$ cat config.mk
export PLATFORM = sky130hd
export DESIGN_NAME = button_conditioner
export DESIGN_NICKNAME = d
export VERILOG_FILES = /design/src/rtl/button_conditioner.sv
export SDC_FILE = /design/constraint.sdc
export NUM_CORES = 1
export LEC_CHECK = 0
export BUFFER_PORTS_ARGS = -buffer_cell sky130_fd_sc_hd__buf_2
export CAP_MARGIN = 10
export CELL_PAD_IN_SITES_DETAIL_PLACEMENT = 0
export CELL_PAD_IN_SITES_GLOBAL_PLACEMENT = 2
export CORE_MARGIN = 2
export CORE_UTILIZATION = 40
export CTS_CLUSTER_DIAMETER = 150
export DETAILED_ROUTE_END_ITERATION = 6
export GPL_TIMING_DRIVEN = 0
export PLACE_DENSITY_LB_ADDON = 0.2
export SLEW_MARGIN = 20
export SYNTH_ARGS = -nofsm -noshare
export SYNTH_HDL_FRONTEND = slang
export SYNTH_SLANG_ARGS = --single-unit
export TNS_END_PERCENT = 100
$ cat constraint.sdc
create_clock -name clk50mhz -period 6.8 [get_ports clk50mhz]
set_input_delay 0.34 -clock clk50mhz [delete_from_list [all_inputs] [get_ports clk50mhz]]
set_output_delay 0.34 -clock clk50mhz [all_outputs]
set_load 0.02 [all_outputs]
$ cat src/rtl/button_conditioner.sv
// Conditions the four raw push-buttons (izq, der, fire, reload) for the game top level.
// Each button gets a 2-flop synchronizer and a counter debounce that yields a clean level.
// fire/reload also produce a 1-cycle press pulse. izq/der produce step pulses: one step on
// press, then auto-repeat steps while the button is held.
//
// Ports:
//   clk50mhz      system clock
//   reset         synchronous, active-high reset
//   *_raw         raw asynchronous button inputs
//   izq/der/fire/reload       debounced levels
//   fire_pulse/reload_pulse   1-cycle pulse on debounced press
//   izq_step/der_step         1-cycle step on press, then auto-repeat while held
module button_conditioner #(
  parameter int unsigned DEBOUNCE_CYCLES = 1000000,
  parameter int unsigned REPEAT_DELAY    = 25000000,
  parameter int unsigned REPEAT_RATE     = 5000000,
  parameter int unsigned CNT_W           = 25
) (
  input  logic clk50mhz,
  input  logic reset,
  input  logic izq_raw,
  input  logic der_raw,
  input  logic fire_raw,
  input  logic reload_raw,
  output logic izq,
  output logic der,
  output logic fire,
  output logic reload,
  output logic fire_pulse,
  output logic reload_pulse,
  output logic izq_step,
  output logic der_step
);

  // Channel order: 0 izq, 1 der, 2 fire, 3 reload.
  localparam int unsigned NumBtn = 4;
  localparam int unsigned NumRep = 2;

  localparam logic [CNT_W-1:0] DbLast    = CNT_W'(DEBOUNCE_CYCLES - 1);
  localparam logic [CNT_W-1:0] DelayLast = CNT_W'(REPEAT_DELAY - 1);
  localparam logic [CNT_W-1:0] RateLast  = CNT_W'(REPEAT_RATE - 1);

  typedef enum logic [1:0] {StIdle, StDelay, StRepeat} rep_state_e;

  logic [NumBtn-1:0] raw;
  logic [NumBtn-1:0] s1_q, s1_d, s2_q, s2_d;
  logic [NumBtn-1:0] lvl_q, lvl_d;
  logic [NumBtn-1:0] rise;
  logic [CNT_W-1:0]  db_cnt_q [NumBtn];
  logic [CNT_W-1:0]  db_cnt_d [NumBtn];

  logic [1:0]        pulse_q, pulse_d;

  rep_state_e        rep_state_q [NumRep];
  rep_state_e        rep_state_d [NumRep];
  logic [CNT_W-1:0]  rcnt_q [NumRep];
  logic [CNT_W-1:0]  rcnt_d [NumRep];
  logic [NumRep-1:0] step_q, step_d;
  logic              conflict;

  assign raw = {reload_raw, fire_raw, der_raw, izq_raw};

  // Synchronizer and debounce.
  always_comb begin
    s1_d = raw;
    s2_d = s1_q;
    for (int i = 0; i < NumBtn; i++) begin
      lvl_d[i]    = lvl_q[i];
      db_cnt_d[i] = db_cnt_q[i];
      rise[i]     = 1'b0;
      if (s2_q[i] == lvl_q[i]) begin
        db_cnt_d[i] = '0;
      end else if (db_cnt_q[i] == DbLast) begin
        lvl_d[i]    = s2_q[i];
        db_cnt_d[i] = '0;
        rise[i]     = s2_q[i];
      end else begin
        db_cnt_d[i] = db_cnt_q[i] + CNT_W'(1);
      end
    end
  end

  assign pulse_d = {rise[3], rise[2]};

  // Conflict is judged on next-cycle levels so a registered step never coincides with
  // both levels reading 1.
  assign conflict = lvl_d[0] & lvl_d[1];

  // Repeat FSMs for izq/der. They follow lvl_d so the step lines up with the level output
  // and a release never emits a step.
  always_comb begin
    for (int j = 0; j < NumRep; j++) begin
      rep_state_d[j] = rep_state_q[j];
      rcnt_d[j]      = rcnt_q[j];
      step_d[j]      = 1'b0;
      case (rep_state_q[j])
        StIdle: begin
          if (rise[j]) begin
            step_d[j]      = 1'b1;
            rcnt_d[j]      = '0;
            rep_state_d[j] = StDelay;
          end
        end
        StDelay: begin
          if (!lvl_d[j]) begin
            rcnt_d[j]      = '0;
            rep_state_d[j] = StIdle;
          end else if (rcnt_q[j] == DelayLast) begin
            step_d[j]      = 1'b1;
            rcnt_d[j]      = '0;
            rep_state_d[j] = StRepeat;
          end else begin
            rcnt_d[j] = rcnt_q[j] + CNT_W'(1);
          end
        end
        StRepeat: begin
          if (!lvl_d[j]) begin
            rcnt_d[j]      = '0;
            rep_state_d[j] = StIdle;
          end else if (rcnt_q[j] == RateLast) begin
            step_d[j] = 1'b1;
            rcnt_d[j] = '0;
          end else begin
            rcnt_d[j] = rcnt_q[j] + CNT_W'(1);
          end
        end
        default: begin
          rcnt_d[j]      = '0;
          rep_state_d[j] = StIdle;
        end
      endcase
      // Pressing both directions cancels movement until a fresh press.
      if (conflict) begin
        step_d[j]      = 1'b0;
        rcnt_d[j]      = '0;
        rep_state_d[j] = StIdle;
      end
    end
  end

  always_ff @(posedge clk50mhz) begin
    if (reset) begin
      s1_q    <= '0;
      s2_q    <= '0;
      lvl_q   <= '0;
      pulse_q <= '0;
      step_q  <= '0;
      for (int i = 0; i < NumBtn; i++) begin
        db_cnt_q[i] <= '0;
      end
      for (int j = 0; j < NumRep; j++) begin
        rcnt_q[j]      <= '0;
        rep_state_q[j] <= StIdle;
      end
    end else begin
      s1_q    <= s1_d;
      s2_q    <= s2_d;
      lvl_q   <= lvl_d;
      pulse_q <= pulse_d;
      step_q  <= step_d;
      for (int i = 0; i < NumBtn; i++) begin
        db_cnt_q[i] <= db_cnt_d[i];
      end
      for (int j = 0; j < NumRep; j++) begin
        rcnt_q[j]      <= rcnt_d[j];
        rep_state_q[j] <= rep_state_d[j];
      end
    end
  end

  assign izq          = lvl_q[0];
  assign der          = lvl_q[1];
  assign fire         = lvl_q[2];
  assign reload       = lvl_q[3];
  assign fire_pulse   = pulse_q[0];
  assign reload_pulse = pulse_q[1];
  assign izq_step     = step_q[0];
  assign der_step     = step_q[1];

endmodule
# [Word level (Yosys, flattened, before mapping)]
# Memory sizes are Yosys's and may differ from the RTL's.
# Index checks and enable logic that the tools add are counted.
[totals] n_memories=3 out_inout_bits=8 reg_bits=16 ram_bits=154 word_cells=118
[memory_table] name="db_cnt_q" words=4 word_bits=25 rd=4 rd_ports_with_merged_regs=0 wr=4 line_no="49" text="logic [CNT_W-1:0] db_cnt_q [NumBtn];"
[memory_table] name="rcnt_q" words=2 word_bits=25 rd=2 rd_ports_with_merged_regs=0 wr=2 line_no="56" text="logic [CNT_W-1:0] rcnt_q [NumRep];"
[memory_table] name="rep_state_q" words=2 word_bits=2 rd=2 rd_ports_with_merged_regs=0 wr=2 line_no="54" text="rep_state_e rep_state_q [NumRep];"
[op_classes] mux=65 n_reduce_logical=7 n_bitwise=13 addsub=6 n_eq_ne=16
[ops] op="$mux 25" n=26
[ops] op="$add 25x1->25 const B" n=6
[ops] op="$pmux 25 s3" n=2
[ops] op="$eq 25x20->1 const B" n=4
[ops] op="$eq 25x23->1 const B" n=2
[ops] op="$eq 25x25->1 const B" n=2
[ops] op="$mux 2" n=12
[ops] op="$mux 1" n=21
[ops] op="$pmux 2 s3" n=2
[ops] op="$or 1x1->1" n=8
[ops] op="$pmux 1 s3" n=2
[ops] op="$reduce_or 3->1" n=2
[ops] op="$eq 1x1->1" n=4
[ops] op="$eq 2x1->1 const B" n=2
[ops] op="$eq 2x2->1 const B" n=2
[ops] op="$logic_not 2->1" n=2
[ops] op="$not 1->1" n=4
[ops] op="$reduce_and 2->1" n=2
[ops] op="$reduce_or 2->1" n=1
[ops] op="$and 1x1->1" n=1

# [Depth between registers and ports, before layout]
[logic_depth] word_depth=7 ltp_mapped=10

# [Worst setup path before layout]
# OpenSTA, ideal clock, no wires.
[synth_path] path_type="flip-flop to flip-flop" from="memory db_cnt_q[0][10]" to="memory rcnt_q[0][14]" period_less_slack_ns=2.660 required_ns=6.726 setup_slack_ns=4.140 stages_incl_launch_ff=10 n_path_buf=3 arrival_ns=2.586 cell_sequence="dfxtp_1 -> or4b_1 -> or4_1 -> or3_1 -> buf_2 -> a221oi_2 -> buf_4 -> buf_6 -> nand3_1 -> a31oi_1"
[synth_lines] item="start, declared" line_no="49"
[synth_lines] item="end, declared" line_no="56"

==> metrics <==
ys flop type dfxtp_1; switch share 29.0%; Setup TNS 0 ns; vias per inst 5.23; final HPWL from detailed placement 13.1 mm; Initial Util 40.6%; Hold Path Stages 2; endpoint class of the critical path register; Via Count 6901; Yosys reg bits 170; # diodes 0; Tcrit/Tclk final 48.0%; worst-case clock skew 0.0124 ns; drt pass-1 iters 4; Crit Path Max Fanout 10; clk root buf clkbuf_16; Routed WL per cell 14.3 um; sequential power share 44.5%; Hold/Removal Path Class in2reg; Tightest Pin Transition 0.952 ns; CTS tree yes; Arrival @ worst endpoint 3.53 ns; unrepaired setup endpoints after global routing false; setup bufs post-CTS 0; final core occ 45.5%; Worst Setup Path Type reg2reg; Post-CTS Hold Buffers 0; gr ovfl total 0; Synth Instances 1006; cell taking the most area after synthesis dfxtp_1; top cells by area, synth dfxtp_1 41%, nor2_1 6.6%, nand3_1 6.1%, xnor2_1 5.0%, nand2_1 4.7%; clk slew on worst S/H paths 0.07 ns; Clk pwr share 41.9%; combinational power share 13.6%; Internal Dissipation 1.63 mW; cts repair resizes 0; cts bufs inserted 17; DRT iter0 DRCs 297; Synth Cell Area 8220 sq um; DRC Markers 0; final cell area excluding filler cells 9210 sq um; Post-DRT Antenna Nets 0; Finish-stage setup viols 0; Post-synth EDFFs 0; final non-filler cell total 1320; worst reg2reg setup slack 3.53 ns; pin count of the biggest net entering global routing 17; first-pass GRT wire length 32.1 mm; max-cap viol count 0; placer congestion estimate 0.774; clock sinks 170; Worst EP required 7.06 ns; Die Y-Extent 147 um; Final Hold Fails 0; vias in the first global route 6480; Layout area overhead 12.0%; asr flop ratio synth 0%; clk_lat worst skew 0.42 ns; Yosys top cell area share 41.4%; Global Route Usage Sum 17.9%; Placed Area 8630 sq um; Clock H-tree levels 4; outcome complete, no violations; Psw 0.666 mW; mean area per synthesized cell 8.18 sq um; sequential-to-total area share from yosys stat 41.4%; Total Routed Length 18.8 mm; antenna violations before repair 0; Placed Cells 1289; leak pwr 2.90 nW; die area 21700 sq um; Cell Pwr Density 249 nW/um^2; CP startpoint kind register; Layout Nets 1058; Fmax achieved 306 MHz; count of cell types in the netlist 54; Reg2Reg Depth 9; Ys Warns 0; number of I/O port buffers 13; share of cells above drive strength 1 6.19%; relative max-transition margin 35.7%; Core Area 20200 sq um; Die W 147 um; Std-Cell Rows 52; CTS max path bufs 2; # IOs 14; fin crit period 3.27 ns; maximum vdd drop 0.000168 V; final slew viol count 0; syn nets 1026
power by group through the flow:
stage	Clock [mW]	Combinational (mW)	Sequential [mW]
2_1_floorplan	0	0.211	1.04
3_3_place_gp	0	0.322	1.04
3_5_place_dp	0	0.316	1.04
4_1_cts	0.992	0.317	1.02
5_1_grt	1.04	0.353	1.02
6_report	0.962	0.312	1.02
metal layers:
layer | track usage (%) | vias up | share of wire [%]
met4 | 4.04 | 0 | 0.69
li1 | - | 3633 | -
met3 | 3.24 | 11 | 2.4
met5 | 0 | - | 0
met2 | 29.2 | 73 | 45
met1 | 24.9 | 3184 | 51
cell usage after synthesis (4+ instances only):
library cell / instances
dfxtp_1: 170
nor2_1: 145
nand2_1: 103
nand3_1: 100
xnor2_1: 47
xor2_1: 41
a31oi_1: 40
and3_1: 35
clkbuf_1: 33
nand4_1: 27
a21oi_1: 23
inv_1: 22
o21ai_0: 20
nor2b_1: 15
nor3_1: 15
nor4_1: 15
or3_1: 15
and4_1: 14
ha_1: 14
nand3b_1: 11
buf_2: 8
nor4b_1: 8
nand4b_1: 7
o21a_1: 7
or4_1: 6
a311oi_1: 5
and2_1: 5
o21ai_1: 5
or4b_1: 5
or2_2: 4
stage by stage:
step | setup slack, ns | power, mW | hold WS (ns)
5_1_grt | 3.22 | 2.41 | 0.158
3_5_place_dp | 3.55 | 1.36 | 0.427
6_report | 3.53 | 2.29 | 0.140
2_1_floorplan | 4.14 | 1.25 | 0.414
3_3_place_gp | 3.51 | 1.37 | 0.415
4_1_cts | 3.52 | 2.33 | 0.131
critical path, cell delays in order, from the launching register on:
cell and delay, ns:
dfxtp_1 0.34, or4b_1 0.52, or4_1 0.55, or3_1 0.36
buf_2 0.16, nand2_1 0.12, a21o_1 0.12, buf_2 0.22
clkbuf_1 0.59, a211oi_1 0.11
cell type report:
cell class	instances	area, sq um
Buffer	46	209
Clock buffer	19	433
Clock inverter	12	143
Fill cell	2056	11000
Inverter	22	82.6
Multi-Input combinational cell	768	4540
Sequential cell	170	3400
Tap cell	270	338
Timing Repair Buffer	13	65.1
cells by family after synthesis:
| family | Yosys count | share of synthesized area, % |
|---|---|---|
| and+or+nand+nor | 541 | 33.7 |
| DFF | 170 | 41.4 |
| AOI/OAI and AO/OA | 121 | 9.37 |
| xor gates and xnor gates | 88 | 9.37 |
| buffers and inverters | 68 | 3.54 |
| adders and majority gates | 14 | 2.13 |
| muxes | 4 | 0.517 |
placed cells by master, fill, tap and decap left out, types with 15 or more instances in the layout:
cell type	n
xnor2_1	47
nor3_1	15
a31oi_1	40
nand4_1	27
a21oi_1	23
o21ai_0	20
or3_1	15
nand3_1	100
nor2_1	145
inv_1	22
nor2b_1	15
clkbuf_16	17
clkbuf_1	35
xor2_1	41
dfxtp_1	170
buf_2	21
nand2_1	103
and3_1	35
sequential cells by signal, indices dropped and copies added (netlist names):
| register | flops |
|---|---|
| db_cnt_q | 100 |
| lvl_q | 4 |
| pulse_q | 2 |
| rcnt_q | 50 |
| rep_state_q | 4 |
| s1_q | 4 |
| s2_q | 4 |
| step_q | 2 |
final timing paths:
check,start,end
max,db_cnt_q[0][10],step_q[1]
max reg2reg,db_cnt_q[0][10],step_q[1]
min reg2reg,s1_q[0],s2_q[0]
min,fire_raw,s1_q[2]
Power figures use the tool's default switching activity.
